**src/rtl/mem_bus_if.sv**
```systemverilog
// SRAM-style memory bus between the arbiter (master) and the external memory bridge (slave).
// The request fields are held stable from the start of the address phase until the bridge accepts it.
interface mem_bus_if #(
   parameter int ADDR_W = 32,
   parameter int DATA_W = 32
);
   logic              bus_req;
   logic              bus_wr;
   logic [1:0]        bus_size;
   logic [3:0]        bus_sel;
   logic [ADDR_W-1:0] bus_addr;
   logic [DATA_W-1:0] bus_wdata;
   logic              bus_addr_ok;
   logic              bus_data_ok;
   logic [DATA_W-1:0] bus_rdata;

   modport master (
      output bus_req, bus_wr, bus_size, bus_sel, bus_addr, bus_wdata,
      input  bus_addr_ok, bus_data_ok, bus_rdata
   );

   modport slave (
      input  bus_req, bus_wr, bus_size, bus_sel, bus_addr, bus_wdata,
      output bus_addr_ok, bus_data_ok, bus_rdata
   );
endinterface

```
**src/rtl/mem_bus_arbiter.sv**
```systemverilog
// Shares one SRAM-style bus between instruction fetch and data access, one transaction at a time.
// Data wins over fetch; returned words are held in registers until the pipeline advances.
module mem_bus_arbiter #(
   parameter int ADDR_W = 32,
   parameter int DATA_W = 32
) (
   input  logic              clk,
   input  logic              rst,
   input  logic              inst_req,
   input  logic [ADDR_W-1:0] inst_addr,
   output logic [DATA_W-1:0] inst_rdata,
   input  logic              data_req,
   input  logic              data_wr,
   input  logic [1:0]        data_size,
   input  logic [3:0]        data_sel,
   input  logic [ADDR_W-1:0] data_addr,
   input  logic [DATA_W-1:0] data_wdata,
   output logic [DATA_W-1:0] data_rdata,
   input  logic              pipe_advance,
   output logic              stallreq_from_if,
   output logic              stallreq_from_mem,
   mem_bus_if.master         bus
);

   typedef enum logic [1:0] {
      ST_IDLE = 2'd0,
      ST_ADDR = 2'd1,
      ST_DATA = 2'd2
   } state_t;

   state_t            state_r;
   state_t            state_nxt_s;
   logic              owner_r;
   logic              inst_done_r;
   logic              data_done_r;
   logic              bus_req_r;
   logic              req_wr_r;
   logic [1:0]        req_size_r;
   logic [3:0]        req_sel_r;
   logic [ADDR_W-1:0] req_addr_r;
   logic [DATA_W-1:0] req_wdata_r;
   logic [DATA_W-1:0] inst_rdata_r;
   logic [DATA_W-1:0] data_rdata_r;
   logic              inst_pend_s;
   logic              data_pend_s;
   logic              latch_inst_s;
   logic              latch_data_s;
   logic              cap_inst_s;
   logic              cap_data_s;

   assign inst_pend_s       = inst_req & ~inst_done_r;
   assign data_pend_s       = data_req & ~data_done_r;
   assign stallreq_from_if  = inst_pend_s;
   assign stallreq_from_mem = data_pend_s;

   assign bus.bus_req   = bus_req_r;
   assign bus.bus_wr    = req_wr_r;
   assign bus.bus_size  = req_size_r;
   assign bus.bus_sel   = req_sel_r;
   assign bus.bus_addr  = req_addr_r;
   assign bus.bus_wdata = req_wdata_r;
   assign inst_rdata    = inst_rdata_r;
   assign data_rdata    = data_rdata_r;

   // Next-state and capture decisions; a fetch whose PC moved on while in flight is dropped
   always_comb begin
      state_nxt_s  = state_r;
      latch_inst_s = 1'b0;
      latch_data_s = 1'b0;
      cap_inst_s   = 1'b0;
      cap_data_s   = 1'b0;
      case (state_r)
         ST_IDLE: begin
            if (data_pend_s) begin
               latch_data_s = 1'b1;
               state_nxt_s  = ST_ADDR;
            end else if (inst_pend_s) begin
               latch_inst_s = 1'b1;
               state_nxt_s  = ST_ADDR;
            end else begin
               state_nxt_s  = ST_IDLE;
            end
         end
         ST_ADDR: begin
            if (bus.bus_addr_ok) begin
               state_nxt_s = ST_DATA;
            end else begin
               state_nxt_s = ST_ADDR;
            end
         end
         ST_DATA: begin
            if (bus.bus_data_ok) begin
               state_nxt_s = ST_IDLE;
               if (owner_r) begin
                  cap_data_s = 1'b1;
               end else if (req_addr_r == inst_addr) begin
                  cap_inst_s = 1'b1;
               end else begin
                  cap_inst_s = 1'b0;
               end
            end else begin
               state_nxt_s = ST_DATA;
            end
         end
         default: begin
            state_nxt_s = ST_IDLE;
         end
      endcase
   end

   // State, bus request strobe and latched request fields
   always_ff @(posedge clk or negedge rst) begin
      if (!rst) begin
         state_r     <= ST_IDLE;
         bus_req_r   <= 1'b0;
         owner_r     <= 1'b0;
         req_wr_r    <= 1'b0;
         req_size_r  <= 2'b00;
         req_sel_r   <= 4'h0;
         req_addr_r  <= {ADDR_W{1'b0}};
         req_wdata_r <= {DATA_W{1'b0}};
      end else begin
         state_r   <= state_nxt_s;
         bus_req_r <= (state_nxt_s == ST_ADDR);
         if (latch_data_s) begin
            owner_r     <= 1'b1;
            req_wr_r    <= data_wr;
            req_size_r  <= data_size;
            req_sel_r   <= data_sel;
            req_addr_r  <= data_addr;
            req_wdata_r <= data_wdata;
         end else if (latch_inst_s) begin
            owner_r     <= 1'b0;
            req_wr_r    <= 1'b0;
            req_size_r  <= 2'b10;
            req_sel_r   <= 4'hF;
            req_addr_r  <= inst_addr;
            req_wdata_r <= {DATA_W{1'b0}};
         end
      end
   end

   // Done flags and returned words; a set in the same cycle as an advance wins
   always_ff @(posedge clk or negedge rst) begin
      if (!rst) begin
         inst_done_r  <= 1'b0;
         data_done_r  <= 1'b0;
         inst_rdata_r <= {DATA_W{1'b0}};
         data_rdata_r <= {DATA_W{1'b0}};
      end else begin
         if (cap_inst_s) begin
            inst_done_r  <= 1'b1;
            inst_rdata_r <= bus.bus_rdata;
         end else if (pipe_advance) begin
            inst_done_r  <= 1'b0;
         end
         if (cap_data_s) begin
            data_done_r  <= 1'b1;
            data_rdata_r <= bus.bus_rdata;
         end else if (pipe_advance) begin
            data_done_r  <= 1'b0;
         end
      end
   end

endmodule
```
**src/flat_wrapper.sv**
```systemverilog
// flat-port wrapper written by rule: the top's interface ports become plain ports
module mem_bus_arbiter_flat 
#(
   parameter int ADDR_W = 32,
   parameter int DATA_W = 32
)
  (clk, rst, inst_req, inst_addr, inst_rdata, data_req, data_wr, data_size, data_sel, data_addr, data_wdata, data_rdata, pipe_advance, stallreq_from_if, stallreq_from_mem, bus_bus_req, bus_bus_wr, bus_bus_size, bus_bus_sel, bus_bus_addr, bus_bus_wdata, bus_bus_addr_ok, bus_bus_data_ok, bus_bus_rdata);
  mem_bus_if #(.ADDR_W(ADDR_W), .DATA_W(DATA_W)) bus_i ();
  input  logic clk;
  input  logic rst;
  input  logic inst_req;
  input  logic [ADDR_W-1:0] inst_addr;
  output logic [DATA_W-1:0] inst_rdata;
  input  logic data_req;
  input  logic data_wr;
  input  logic [1:0] data_size;
  input  logic [3:0] data_sel;
  input  logic [ADDR_W-1:0] data_addr;
  input  logic [DATA_W-1:0] data_wdata;
  output logic [DATA_W-1:0] data_rdata;
  input  logic pipe_advance;
  output logic stallreq_from_if;
  output logic stallreq_from_mem;
  output wire logic [$bits(bus_i.bus_req)-1:0] bus_bus_req;
  output wire logic [$bits(bus_i.bus_wr)-1:0] bus_bus_wr;
  output wire logic [$bits(bus_i.bus_size)-1:0] bus_bus_size;
  output wire logic [$bits(bus_i.bus_sel)-1:0] bus_bus_sel;
  output wire logic [$bits(bus_i.bus_addr)-1:0] bus_bus_addr;
  output wire logic [$bits(bus_i.bus_wdata)-1:0] bus_bus_wdata;
  input wire logic [$bits(bus_i.bus_addr_ok)-1:0] bus_bus_addr_ok;
  input wire logic [$bits(bus_i.bus_data_ok)-1:0] bus_bus_data_ok;
  input wire logic [$bits(bus_i.bus_rdata)-1:0] bus_bus_rdata;
  assign bus_bus_req = bus_i.bus_req;
  assign bus_bus_wr = bus_i.bus_wr;
  assign bus_bus_size = bus_i.bus_size;
  assign bus_bus_sel = bus_i.bus_sel;
  assign bus_bus_addr = bus_i.bus_addr;
  assign bus_bus_wdata = bus_i.bus_wdata;
  assign bus_i.bus_addr_ok = bus_bus_addr_ok;
  assign bus_i.bus_data_ok = bus_bus_data_ok;
  assign bus_i.bus_rdata = bus_bus_rdata;
  mem_bus_arbiter #(.ADDR_W(ADDR_W), .DATA_W(DATA_W)) u_core (.clk(clk), .rst(rst), .inst_req(inst_req), .inst_addr(inst_addr), .inst_rdata(inst_rdata), .data_req(data_req), .data_wr(data_wr), .data_size(data_size), .data_sel(data_sel), .data_addr(data_addr), .data_wdata(data_wdata), .data_rdata(data_rdata), .pipe_advance(pipe_advance), .stallreq_from_if(stallreq_from_if), .stallreq_from_mem(stallreq_from_mem), .bus(bus_i));
endmodule
```
**config.mk**
```make
export PLATFORM = sky130hd
export DESIGN_NAME = mem_bus_arbiter_flat
export DESIGN_NICKNAME = d
export VERILOG_FILES = /design/src/rtl/mem_bus_if.sv /design/src/rtl/mem_bus_arbiter.sv /design/src/flat_wrapper.sv
export SDC_FILE = /design/constraint.sdc
export NUM_CORES = 1
export LEC_CHECK = 0
export BUFFER_PORTS_ARGS = -buffer_cell sky130_fd_sc_hd__buf_2
export CELL_PAD_IN_SITES_DETAIL_PLACEMENT = 2
export CELL_PAD_IN_SITES_GLOBAL_PLACEMENT = 2
export CORE_MARGIN = 1.5
export CORE_UTILIZATION = 28
export CTS_CLUSTER_DIAMETER = 80
export CTS_CLUSTER_SIZE = 16
export DETAILED_ROUTE_END_ITERATION = 10
export PLACE_DENSITY = 0.89
export SETUP_SLACK_MARGIN = 0.1
export SLEW_MARGIN = 20
export SYNTH_ARGS = -nofsm -noshare
export SYNTH_HDL_FRONTEND = slang
export SYNTH_SLANG_ARGS = --single-unit
```
**constraint.sdc**
```tcl
create_clock -name clk -period 2.55 [get_ports clk]
set_clock_uncertainty 0.1 [all_clocks]
set_input_delay 0.1275 -clock clk [delete_from_list [all_inputs] [get_ports clk]]
set_output_delay 0.1275 -clock clk [all_outputs]
set_load 0.02 [all_outputs]
```
==> results.ini <==
[synth]
ys_types=30
synth_edf_count=0
synth_area_leaders=dfrtp_1 61%, mux2_2 12%, mux2i_1 5.4%
yosys_warnings=0
yosys.area.top_type=dfrtp_1
syn_area_per_cell_um2=13.42
async_flop_share=1.000
ys_ff_latch=141
synth_top_area_frac=0.6085
ys_top_cells_by_count=141 x dfrtp_1, 62 x mux2_2, 38 x nand2_1
syn-num-nets=574
yosysMostFrequentCell=dfrtp_1
ys_seq_area_frac=0.6085
synth_area_um2=5798
syn_inst=432
synthFlopType=dfrtp_1

[cells_and_area]
final_area_um2=9721
nets=1003
syn_to_final_growth_pct=67.65
final_cells=1145
utilization=0.4789
drive_gt1_frac=0.4548

[setup_path]
crit_path_top_delay_cell=or4_4
crit_fanout=14
cp_top_family=simple AND/OR/NAND/NOR gates
arrival_ps=2580
worstSetupStartpointType=flop
crit_buf_inv=2
worst-setup-path-type=reg -> reg
cp-end-kind=flop
crit_required_ps=2750
max_stage_delay_ps=550
worstPathCellList=xnor2_1 -> nand4_1 -> or4_4 -> nor4_4 -> buf_6 -> buf_12 -> mux2_2

[sta]
setup_viol=0
slew_headroom=0.5264
whs_ps=197.0
fin_crit_ps=2378
tightest_slew_ps=710.3
fin_tns_setup_ps=0
slew_viol_final=0
period_share=0.9327
hold_viol=0
rsz0062_at_grt=false
max_clock_freq_ghz=0.4205

[route]
vias=5437
wl_per_cell_um=22.26
ant_nets=0
drt-total-wl_um=25490
drc=0
vias_per_cell=4.748
dr.pass1.iters=4
drt_iter0_drc=122

[clock_network]
clkLatencyLatePin_ps=420
clockRootBuffer=clkbuf_16
cts_tree=yes
clock-sinks=141
cts_buffers=17
htreeDepth=4
clk_pin_slew_worst_paths_ps=60
cts_max_path_buffers=2

[placed_design]
io_buffers=279
place_congestion=0.7499
placed_area_um2=7592
placed_cells=970
dp.final_hpwl_um=14890

[power]
power_leakage_nw=4.848
ir_drop_v=0.0004543
power_density_nw_per_um2=1141

[global_routing]
grt_pass1_vias=6440
antenna_found_initial=3
grtUsageTotal=0.2369
overflow=0
grt_pass1_wl_um=38380
grt_max_degree=70

[die]
start_util=0.2856
ios=280
die_w_um=146.9
rows=52
die_area_um2=21580
die_h_um=146.9
core_um2=20300

[worst_hold_path]
hp-class=in -> async

[flow_run]
cap_viol_max_count=0

[run_status]
status=finished, final reports clean

## metal layers
metal  routed length, um  vias to the layer above  track usage
li1                    -                     2409            -
met5                  19                        -            0
met3                1303                       57      0.05559
met1                9631                     2739       0.2483
met4                 855                        2      0.09750
met2               13680                      230       0.4517
## cells by family (layout without fill, tap and decap cells)
group,after synthesis,after routing,synth area share
AOI/OAI and AO/OA,77,77,0.09366
xor gates and xnor gates,32,32,0.04834
buffers and inverters,28,469,0.02244
DFF,141,141,0.6085
muxes,95,95,0.1778
other,0,2,0
and+or+nand+nor,59,59,0.04920
## worst register-to-register path: cells and delay by family, from the launching register on
family,cells,cell delay (ps)
buffers and inverters,2,330
XOR/XNOR,1,170
flip-flops,1,420
multiplexers,1,380
AND/OR/NAND/NOR,3,860
## sequential cells by signal (all words and copies together), names as in the netlist
signal / count
u_core.bus.bus_addr: 32
u_core.bus.bus_req: 1
u_core.bus.bus_sel: 4
u_core.bus.bus_size: 2
u_core.bus.bus_wdata: 32
u_core.bus.bus_wr: 1
u_core.data_done_r: 1
u_core.data_rdata: 32
u_core.inst_done_r: 1
u_core.inst_rdata: 32
u_core.owner_r: 1
u_core.state_r: 2
## through the flow
step                      setup slack [ps]  power, mW
after floorplan                      230.4      5.885
after global placement               161.5      7.294
after detailed placement             119.9      7.515
after CTS                            104.9      10.87
after global routing                 102.3      11.65
final                                171.7      11.09
## what timing repair did
item	CTS	global route
resized for setup	0	8
setup endpoints to repair	0	61
hold buffers	138	1
setup buffers	0	1
hold endpoints to repair	206	1
## power breakdown
| group | internal (mW) | switching, mW |
|---|---|---|
| Sequential | 3.02 | 0.604 |
| Combinational | 2.07 | 2.66 |
| Clock | 1.66 | 1.08 |
## worst paths after layout
kind	startpoint	end	slack (ps)	depth (start not counted)
hold reg to reg	u_core.inst_rdata[28]	u_core.inst_rdata[28]	390	1
setup / recovery	u_core.bus.bus_addr[24]	u_core.inst_rdata[17]	170	7
max in group asynchronous	rst	u_core.bus.bus_sel[2]	1270	3
hold / removal	rst	u_core.data_rdata[5]	200	2
setup reg to reg	u_core.bus.bus_addr[24]	u_core.inst_rdata[17]	170	7
min in group clk	inst_req	u_core.state_r[0]	250	4
## cell type report
class | count | area (um^2)
Sequential cell | 141 | 3528
Multi-Input combinational cell | 263 | 2178
Timing Repair Buffer | 434 | 3023
Tap cell | 270 | 337.8
Clock buffer | 17 | 425.4
Inverter | 4 | 15.01
Fill cell | 2067 | 10580
Clock inverter | 14 | 207.7
Antenna cell | 2 | 5.005
## layout by cell type, fill, tap and decap left out, drive strengths merged, types with 2 or more instances in the layout
| cell type | Yosys | layout |
|---|---|---|
| nand2 | 38 | 38 |
| nor3 | 2 | 2 |
| o22a | 5 | 5 |
| clkinvlp | 0 | 2 |
| inv | 4 | 10 |
| nand4 | 5 | 5 |
| xnor2 | 20 | 20 |
| dlygate4sd3 | 0 | 139 |
| clkinv | 0 | 2 |
| nor2 | 3 | 3 |
| mux2 | 64 | 64 |
| a211oi | 2 | 2 |
| bufinv | 0 | 4 |
| nor4 | 4 | 4 |
| o21ai | 34 | 34 |
| dfrtp | 141 | 141 |
| buf | 13 | 293 |
| mux2i | 31 | 31 |
| diode | 0 | 2 |
| xor2 | 12 | 12 |
| a22o | 34 | 34 |
| clkbuf | 11 | 19 |
Power figures use the tool's default switching activity.
